File: config.mk
export PLATFORM = sky130hd
export DESIGN_NAME = fetch_pc_unit_flat
export DESIGN_NICKNAME = d
export VERILOG_FILES = /design/src/rtl/fetch_pc_unit_pkg.sv /design/src/rtl/fetch_pc_unit_if.sv /design/src/rtl/fetch_pc_unit_bubble_counter.sv /design/src/rtl/fetch_pc_unit.sv /design/src/flat_wrapper.sv
export SDC_FILE = /design/constraint.sdc
export NUM_CORES = 1
export LEC_CHECK = 0
export CELL_PAD_IN_SITES_DETAIL_PLACEMENT = 0
export CELL_PAD_IN_SITES_GLOBAL_PLACEMENT = 1
export CORE_MARGIN = 10
export CORE_UTILIZATION = 33
export DETAILED_ROUTE_END_ITERATION = 8
export PLACE_DENSITY_LB_ADDON = 0.1
export SLEW_MARGIN = 10
export SYNTH_ARGS = -nofsm -noshare
export SYNTH_HDL_FRONTEND = slang
export SYNTH_SLANG_ARGS = --single-unit
File: constraint.sdc
create_clock -name clock -period 2.7 [get_ports clock]
set_input_delay 0.54 -clock clock [delete_from_list [all_inputs] [get_ports clock]]
set_output_delay 0.54 -clock clock [all_outputs]
set_load 0.01 [all_outputs]
File: src/rtl/fetch_pc_unit_pkg.sv
// Shared definitions for the fetch PC unit: FSM state encodings, PC step and bubble counter sizing.
// Used by fetch_pc_unit and fetch_bubble_counter.
package fetch_pc_unit_pkg;

    typedef enum logic [1:0] {
        FETCH_RUN    = 2'd0,
        FETCH_YIELD  = 2'd1,
        FETCH_FLUSH  = 2'd2,
        FETCH_HALTED = 2'd3
    } fetch_state_t;

    localparam logic [31:0] PC_INCREMENT = 32'd4;

    localparam int unsigned BUBBLE_W = 3;
    localparam logic [BUBBLE_W-1:0] BUBBLE_ONE = BUBBLE_W'(1);

endpackage

File: src/rtl/fetch_pc_unit_if.sv
// Request/fetch signal bundle between the fetch PC unit and its neighbours.
// align_fault exists only when FETCH_ALIGN_CHECK_EN is defined.
interface fetch_pc_unit_if;

    logic        branch_taken;
    logic [31:0] branch_target;
    logic        mem_access_req;
    logic        halt_req;
    logic [31:0] fetch_address;
    logic        fetch_grant;
    logic        block_fetch;
    logic [31:0] fetch_pc;
    logic        halted;
`ifdef FETCH_ALIGN_CHECK_EN
    logic        align_fault;
`endif

    // The fetch unit itself is the slave: it serves redirect/yield/halt requests.
    modport slave (
`ifdef FETCH_ALIGN_CHECK_EN
        output align_fault,
`endif
        input  branch_taken,
        input  branch_target,
        input  mem_access_req,
        input  halt_req,
        output fetch_address,
        output fetch_grant,
        output block_fetch,
        output fetch_pc,
        output halted
    );

    modport master (
`ifdef FETCH_ALIGN_CHECK_EN
        input  align_fault,
`endif
        output branch_taken,
        output branch_target,
        output mem_access_req,
        output halt_req,
        input  fetch_address,
        input  fetch_grant,
        input  block_fetch,
        input  fetch_pc,
        input  halted
    );

endinterface

File: src/rtl/fetch_pc_unit_bubble_counter.sv
// Branch bubble counter: loads the configured bubble count on a redirect and
// counts down towards zero, never wrapping below zero.
module fetch_bubble_counter
    import fetch_pc_unit_pkg::*;
(
    input  logic                clock,
    input  logic                reset,
    input  logic                load,
    input  logic [BUBBLE_W-1:0] load_value,
    input  logic                decrement,
    output logic [BUBBLE_W-1:0] count
);

    always_ff @(posedge clock or posedge reset) begin
        if (reset) begin
            count <= '0;
        end else if (load) begin
            count <= load_value;
        end else if (decrement && (count != '0)) begin
            count <= count - BUBBLE_ONE;
        end
    end

endmodule

File: src/rtl/fetch_pc_unit.sv
// Program counter, memory-port arbitration and redirect/halt FSM ahead of fetch stage 0.
// Optional macro FETCH_ALIGN_CHECK_EN: misaligned branch targets halt the unit and raise align_fault.
module fetch_pc_unit
    import fetch_pc_unit_pkg::*;
#(
    parameter logic [31:0] RESET_VECTOR   = 32'h0000_0000,
    parameter int unsigned BRANCH_BUBBLES = 1
) (
    input  logic           clock,
    input  logic           reset,
    fetch_pc_unit_if.slave bus
);

    localparam logic [BUBBLE_W-1:0] BUBBLE_LOAD = BUBBLE_W'(BRANCH_BUBBLES);

    fetch_state_t        state;
    fetch_state_t        next_state;
    logic [31:0]         pc;
    logic [31:0]         pc_next;
    logic                bubble_load;
    logic                bubble_dec;
    logic [BUBBLE_W-1:0] bubble_count;
`ifdef FETCH_ALIGN_CHECK_EN
    logic                fault_set;
    logic                align_fault_q;
`endif

    fetch_bubble_counter u_bubble_counter (
        .clock      (clock),
        .reset      (reset),
        .load       (bubble_load),
        .load_value (BUBBLE_LOAD),
        .decrement  (bubble_dec),
        .count      (bubble_count)
    );

    always_ff @(posedge clock or posedge reset) begin
        if (reset) begin
            state <= FETCH_RUN;
            pc    <= RESET_VECTOR;
        end else begin
            state <= next_state;
            pc    <= pc_next;
        end
    end

    // Priority: halt, then redirect, then memory-stage yield, then normal sequencing.
    always_comb begin
        next_state  = state;
        pc_next     = pc;
        bubble_load = 1'b0;
        bubble_dec  = 1'b0;
`ifdef FETCH_ALIGN_CHECK_EN
        fault_set   = 1'b0;
`endif
        if (bus.halt_req) begin
            next_state = FETCH_HALTED;
        end else if (state == FETCH_HALTED) begin
            next_state = FETCH_HALTED;
        end else if (bus.branch_taken) begin
`ifdef FETCH_ALIGN_CHECK_EN
            if (bus.branch_target[1:0] != 2'b00) begin
                next_state = FETCH_HALTED;
                fault_set  = 1'b1;
            end else
`endif
            begin
                pc_next     = bus.branch_target;
                bubble_load = 1'b1;
                if (bus.mem_access_req) begin
                    next_state = FETCH_YIELD;
                end else if (BUBBLE_LOAD != '0) begin
                    next_state = FETCH_FLUSH;
                end else begin
                    next_state = FETCH_RUN;
                end
            end
        end else begin
            case (state)
                FETCH_RUN: begin
                    pc_next = pc + PC_INCREMENT;
                    if (bus.mem_access_req) begin
                        next_state = FETCH_YIELD;
                    end
                end
                FETCH_YIELD: begin
                    bubble_dec = 1'b1;
                    if (!bus.mem_access_req) begin
                        next_state = (bubble_count > BUBBLE_ONE) ? FETCH_FLUSH : FETCH_RUN;
                    end
                end
                FETCH_FLUSH: begin
                    bubble_dec = 1'b1;
                    if (bus.mem_access_req) begin
                        next_state = FETCH_YIELD;
                    end else if (bubble_count <= BUBBLE_ONE) begin
                        next_state = FETCH_RUN;
                    end
                end
                default: begin
                    next_state = state;
                end
            endcase
        end
    end

`ifdef FETCH_ALIGN_CHECK_EN
    always_ff @(posedge clock or posedge reset) begin
        if (reset) begin
            align_fault_q <= 1'b0;
        end else if (fault_set) begin
            align_fault_q <= 1'b1;
        end
    end

    assign bus.align_fault = align_fault_q;
`endif

    assign bus.fetch_address = pc;
    assign bus.fetch_pc      = pc;
    assign bus.fetch_grant   = (state == FETCH_RUN);
    assign bus.block_fetch   = (state != FETCH_RUN);
    assign bus.halted        = (state == FETCH_HALTED);

endmodule

File: src/flat_wrapper.sv
// flat-port wrapper written by rule: the top's interface ports become plain ports
module fetch_pc_unit_flat import fetch_pc_unit_pkg::*;
#(
    parameter logic [31:0] RESET_VECTOR   = 32'h0000_0000,
    parameter int unsigned BRANCH_BUBBLES = 1
)
  (clock, reset, bus_branch_taken, bus_branch_target, bus_mem_access_req, bus_halt_req, bus_fetch_address, bus_fetch_grant, bus_block_fetch, bus_fetch_pc, bus_halted);
  fetch_pc_unit_if bus_i ();
  input  logic clock;
  input  logic reset;
  input wire logic [$bits(bus_i.branch_taken)-1:0] bus_branch_taken;
  input wire logic [$bits(bus_i.branch_target)-1:0] bus_branch_target;
  input wire logic [$bits(bus_i.mem_access_req)-1:0] bus_mem_access_req;
  input wire logic [$bits(bus_i.halt_req)-1:0] bus_halt_req;
  output wire logic [$bits(bus_i.fetch_address)-1:0] bus_fetch_address;
  output wire logic [$bits(bus_i.fetch_grant)-1:0] bus_fetch_grant;
  output wire logic [$bits(bus_i.block_fetch)-1:0] bus_block_fetch;
  output wire logic [$bits(bus_i.fetch_pc)-1:0] bus_fetch_pc;
  output wire logic [$bits(bus_i.halted)-1:0] bus_halted;
  assign bus_i.branch_taken = bus_branch_taken;
  assign bus_i.branch_target = bus_branch_target;
  assign bus_i.mem_access_req = bus_mem_access_req;
  assign bus_i.halt_req = bus_halt_req;
  assign bus_fetch_address = bus_i.fetch_address;
  assign bus_fetch_grant = bus_i.fetch_grant;
  assign bus_block_fetch = bus_i.block_fetch;
  assign bus_fetch_pc = bus_i.fetch_pc;
  assign bus_halted = bus_i.halted;
  fetch_pc_unit #(.RESET_VECTOR(RESET_VECTOR), .BRANCH_BUBBLES(BRANCH_BUBBLES)) u_core (.clock(clock), .reset(reset), .bus(bus_i));
endmodule
==> results.txt <==
The flow ran to the end, and the final reports show no timing, DRC or antenna violations. The die outline area is 0.0132 mm^2. Timing would allow up to 421 MHz. The count of endpoints failing hold in the final timing report came to 0. CTS placed an instance of sky130_fd_sc_hd__clkbuf_8 at the clock tree root. Dividing the detail-routed via count by the number of cells gives approximately 5.7. The synthesized area came out at 0.00297 mm^2. Across all register-to-register paths, the minimum setup slack is ~490 ps. The DRC violations left came out at 0.

The placeable core region came out at 0.00876 mm^2. The layout overhead on the synthesized area came out at 32.5%. By startpoint and endpoint, the worst setup path is classified as reg -> out. The first-pass detailed-route iteration total is 4. Once layout is complete, the cells apart from fillers number 538. The number of nets in the synthesized netlist is ~410. The largest clock skew in the final design is 7.05 ps. The I/O pin count came out at between 100 and 150. The share of final-layout standard cells stronger than drive strength 1 is 8.14%. The count of buffers added on input and output ports is 103. The H-tree level count is 2. The largest vdd supply drop came out at between 150 and 200 uV. The total of endpoints with negative setup slack in the final report is 0. In this run the core area contains 34 standard-cell rows.

The post-placement cell count came out at 530. Counting along the longest clock path gives a buffer depth of 2. The total of cells resized after clock tree synthesis came out at 0. The detail-routed net length per standard cell is 20.0 um.

The number of buffers inserted during clock tree synthesis came out at 5. The termination of the worst setup path is bus_fetch_grant. The depth of the worst register-to-register path came out at 4. In this run the worst setup path begins at u_core.state[1]. Counting the fill cells in the layout gives roughly 920. The post-cts hold buffer count is 0. The via count of the routed design came out at 3053. The analysis attributes to cell leakage a power of around 1.5 nW.

The number of max-slew violations in the final report came out at 0. The post-synthesis cell count is 360. The total of max-cap violations is 0.

Setup repair after global routing left no endpoint under its margin. In this run the critical register-to-register path is captured at u_core.bus.fetch_address[29]. The most used flip-flop cell after synthesis is sky130_fd_sc_hd__dfrtp_1. The first global-routing pass estimated 17200 um of wire. The startpoint identified for the worst register-to-register timing path is u_core.bus.fetch_address[6]. Once detailed placement completed, the half-perimeter wirelength came to 8050 um. The width of the chip is 115 um. The type of element capturing the critical path is a primary output.

The remaining global-route overflow is 0. The headroom to the max-slew limit is around 64%. The fraction of registers with async set or reset after synthesis is 100%.

Yosys mapped a number of flops with a built-in enable equal to 0. Timing analysis after detailed placement gives a worst setup slack of 441 ps. The antenna violation net count after detailed routing came out at 0.

TritonCTS built the clock tree. The count of yosys warnings during synthesis came out at 0. Dividing the final minimum period by the clock period gives 88.0%. From bottom edge to top edge, the die measures 115 um. The total global-route track usage came out at 15.9%.

The number of antenna cells inserted is 0. Registers take 926 um^2. The detailed-route wire length came out at 10700 um.

The number of global-route vias before repair came out at 3121. The final sum of negative setup slack is 0 ps. The power density over the cells came out at 338 mW/mm^2.

The worst setup path is launched from a register. The clock sink total is 37. The area of the multi-input gates is ~0.0016 mm^2. The final setup slack of the worst path came out at 324 ps.

The average instance area after synthesis is 8.25 um^2. The global placer's final weighted congestion came out at slightly above 0.8. The number of antenna violations at the first check in global routing came to 0. The worst hold path belongs to the class reg -> reg. Sequential cells were found to cover 31.2% of the synthesized design area. The count of different cell masters after synthesis is between 50 and 60.

The number of nets in the layout came out at 474. The time the worst path needs with I/O delays and setup came out at 2380 ps. The critical path data required time came out at about 2200 ps. The slew at the pin with the worst max-slew slack is 540 ps.

The buffer count from post-CTS setup fixing is 0. The starting density of the core came out at 33.9%. The number of synthesized register bits came out at 37.

The data arrival time of the worst path is 1840 ps. The clock latency on the worst-skew pair came out at 290 ps. The number of DRC violations after detailed-routing iteration 0 came out at 215. Entering global routing, the biggest net connects 38 pins.

The clock-pin slew on the worst setup and hold paths is 70 ps. The highest fanout seen on the critical path is 17.
-- power breakdown --
group | internal [W] | switching (W)
Clock | 0.000184 | 0.000211
Sequential | 0.000581 | 0.0000504
Combinational | 0.000175 | 0.000130
Total | 0.000940 | 0.000392
-- critical path, stage by stage, from the launching register on --
cell                              delay, ps
sky130_fd_sc_hd__dfrtp_1                400
sky130_fd_sc_hd__inv_1                  130
sky130_fd_sc_hd__ha_1                   190
sky130_fd_sc_hd__buf_4                  240
sky130_fd_sc_hd__clkdlybuf4s50_1        580
-- worst min path at each step --
stage / to / startpoint / cells after the start / slack [ps]
2_1_floorplan: u_core.u_bubble_counter.count[0] / u_core.u_bubble_counter.count[0] / 2 / 540
5_1_grt: u_core.bus.fetch_address[0] / u_core.bus.fetch_address[0] / 1 / 580
6_report: u_core.bus.fetch_address[0] / u_core.bus.fetch_address[0] / 1 / 550
3_5_place_dp: u_core.bus.fetch_address[0] / u_core.bus.fetch_address[0] / 1 / 530
3_3_place_gp: u_core.bus.fetch_address[0] / u_core.bus.fetch_address[0] / 1 / 510
4_1_cts: u_core.bus.fetch_address[0] / u_core.bus.fetch_address[0] / 1 / 550
-- final cells by class --
type                    count  share of cell area, %
clock buffers               8                   2.03
inverters                  10                  0.953
multi-input cells         253                   40.4
flip-flops and latches     37                   23.5
well taps                 108                   3.43
repair buffers            122                   29.7
-- cell usage after synthesis, types with 6 or more instances --
master	instances	share of area, %
sky130_fd_sc_hd__dfrtp_1	37	31
sky130_fd_sc_hd__buf_4	33	8.3
sky130_fd_sc_hd__o21ai_0	27	4.5
sky130_fd_sc_hd__nor2_1	23	2.9
sky130_fd_sc_hd__a21oi_1	22	3.7
sky130_fd_sc_hd__nand4_1	20	4.2
sky130_fd_sc_hd__clkbuf_1	19	2.4
sky130_fd_sc_hd__nand3_1	17	2.9
sky130_fd_sc_hd__nand2_1	16	2.0
sky130_fd_sc_hd__nor3_1	12	2.0
sky130_fd_sc_hd__and3_1	11	2.3
sky130_fd_sc_hd__inv_1	10	1.3
sky130_fd_sc_hd__nor4_1	10	2.1
sky130_fd_sc_hd__or3_1	10	2.1
sky130_fd_sc_hd__ha_1	8	3.4
sky130_fd_sc_hd__mux2i_1	7	2.4
sky130_fd_sc_hd__a211oi_1	6	1.5
sky130_fd_sc_hd__a311oi_1	6	1.8
sky130_fd_sc_hd__clkbuf_8	6	2.8
-- state kept, by name, summed over array words and instances, names as in the netlist --
name                           count
u_core.u_bubble_counter.count      3
u_core.state                       2
u_core.bus.fetch_address          32
-- routing by layer --
layer | global-route usage [%] | wire length (um)
met5 | 0 | 0
met4 | 3.14 | 62
met3 | 4.58 | 875
met2 | 25.3 | 5030
met1 | 21.0 | 4790
-- cells by family after synthesis --
kind of cell               share of synthesized area (%)
buffers and inverters                               15.3
DFF                                                 31.2
muxes                                               3.12
adders and majority gates                           3.37
and+or+nand+nor                                     26.0
AOI/OAI and AO/OA                                   21.1
-- layout by cell type, fill, tap and decap left out, types with 2 or more instances in the layout --
master	count
sky130_fd_sc_hd__and4_2	3
sky130_fd_sc_hd__and4_1	3
sky130_fd_sc_hd__nor4_1	10
sky130_fd_sc_hd__buf_4	19
sky130_fd_sc_hd__nor3b_1	2
sky130_fd_sc_hd__ha_1	8
sky130_fd_sc_hd__or4_1	2
sky130_fd_sc_hd__o211ai_1	5
sky130_fd_sc_hd__a21oi_1	22
sky130_fd_sc_hd__a41oi_1	2
sky130_fd_sc_hd__clkbuf_8	5
sky130_fd_sc_hd__o31a_1	2
sky130_fd_sc_hd__and2_1	2
sky130_fd_sc_hd__clkdlybuf4s50_1	102
sky130_fd_sc_hd__o31ai_1	2
sky130_fd_sc_hd__clkbuf_1	3
sky130_fd_sc_hd__nand3_1	17
sky130_fd_sc_hd__nand4_1	20
sky130_fd_sc_hd__a311oi_1	6
sky130_fd_sc_hd__mux2i_1	7
sky130_fd_sc_hd__o21ai_0	26
sky130_fd_sc_hd__or3_1	10
sky130_fd_sc_hd__mux2_2	2
sky130_fd_sc_hd__nand2_1	16
sky130_fd_sc_hd__o21a_1	2
sky130_fd_sc_hd__inv_1	10
sky130_fd_sc_hd__a211oi_1	6
sky130_fd_sc_hd__nor2_1	23
sky130_fd_sc_hd__o22ai_1	3
sky130_fd_sc_hd__and3_1	11
sky130_fd_sc_hd__a31oi_1	5
sky130_fd_sc_hd__a32oi_1	4
sky130_fd_sc_hd__nor3_1	12
sky130_fd_sc_hd__a311o_1	2
sky130_fd_sc_hd__dfrtp_1	37
-- metrics by stage --
stage	utilization, %	hold WS, ps	power (W)	instance area [um^2]
floorplan	-	539	0.000787	2970
global placement	44.0	512	0.000951	3860
detailed placement	44.0	535	0.000951	3860
CTS	44.9	551	0.00135	3940
global route	44.9	576	0.00140	3940
finish	44.9	552	0.00133	3940
Power figures use the tool's default switching activity.
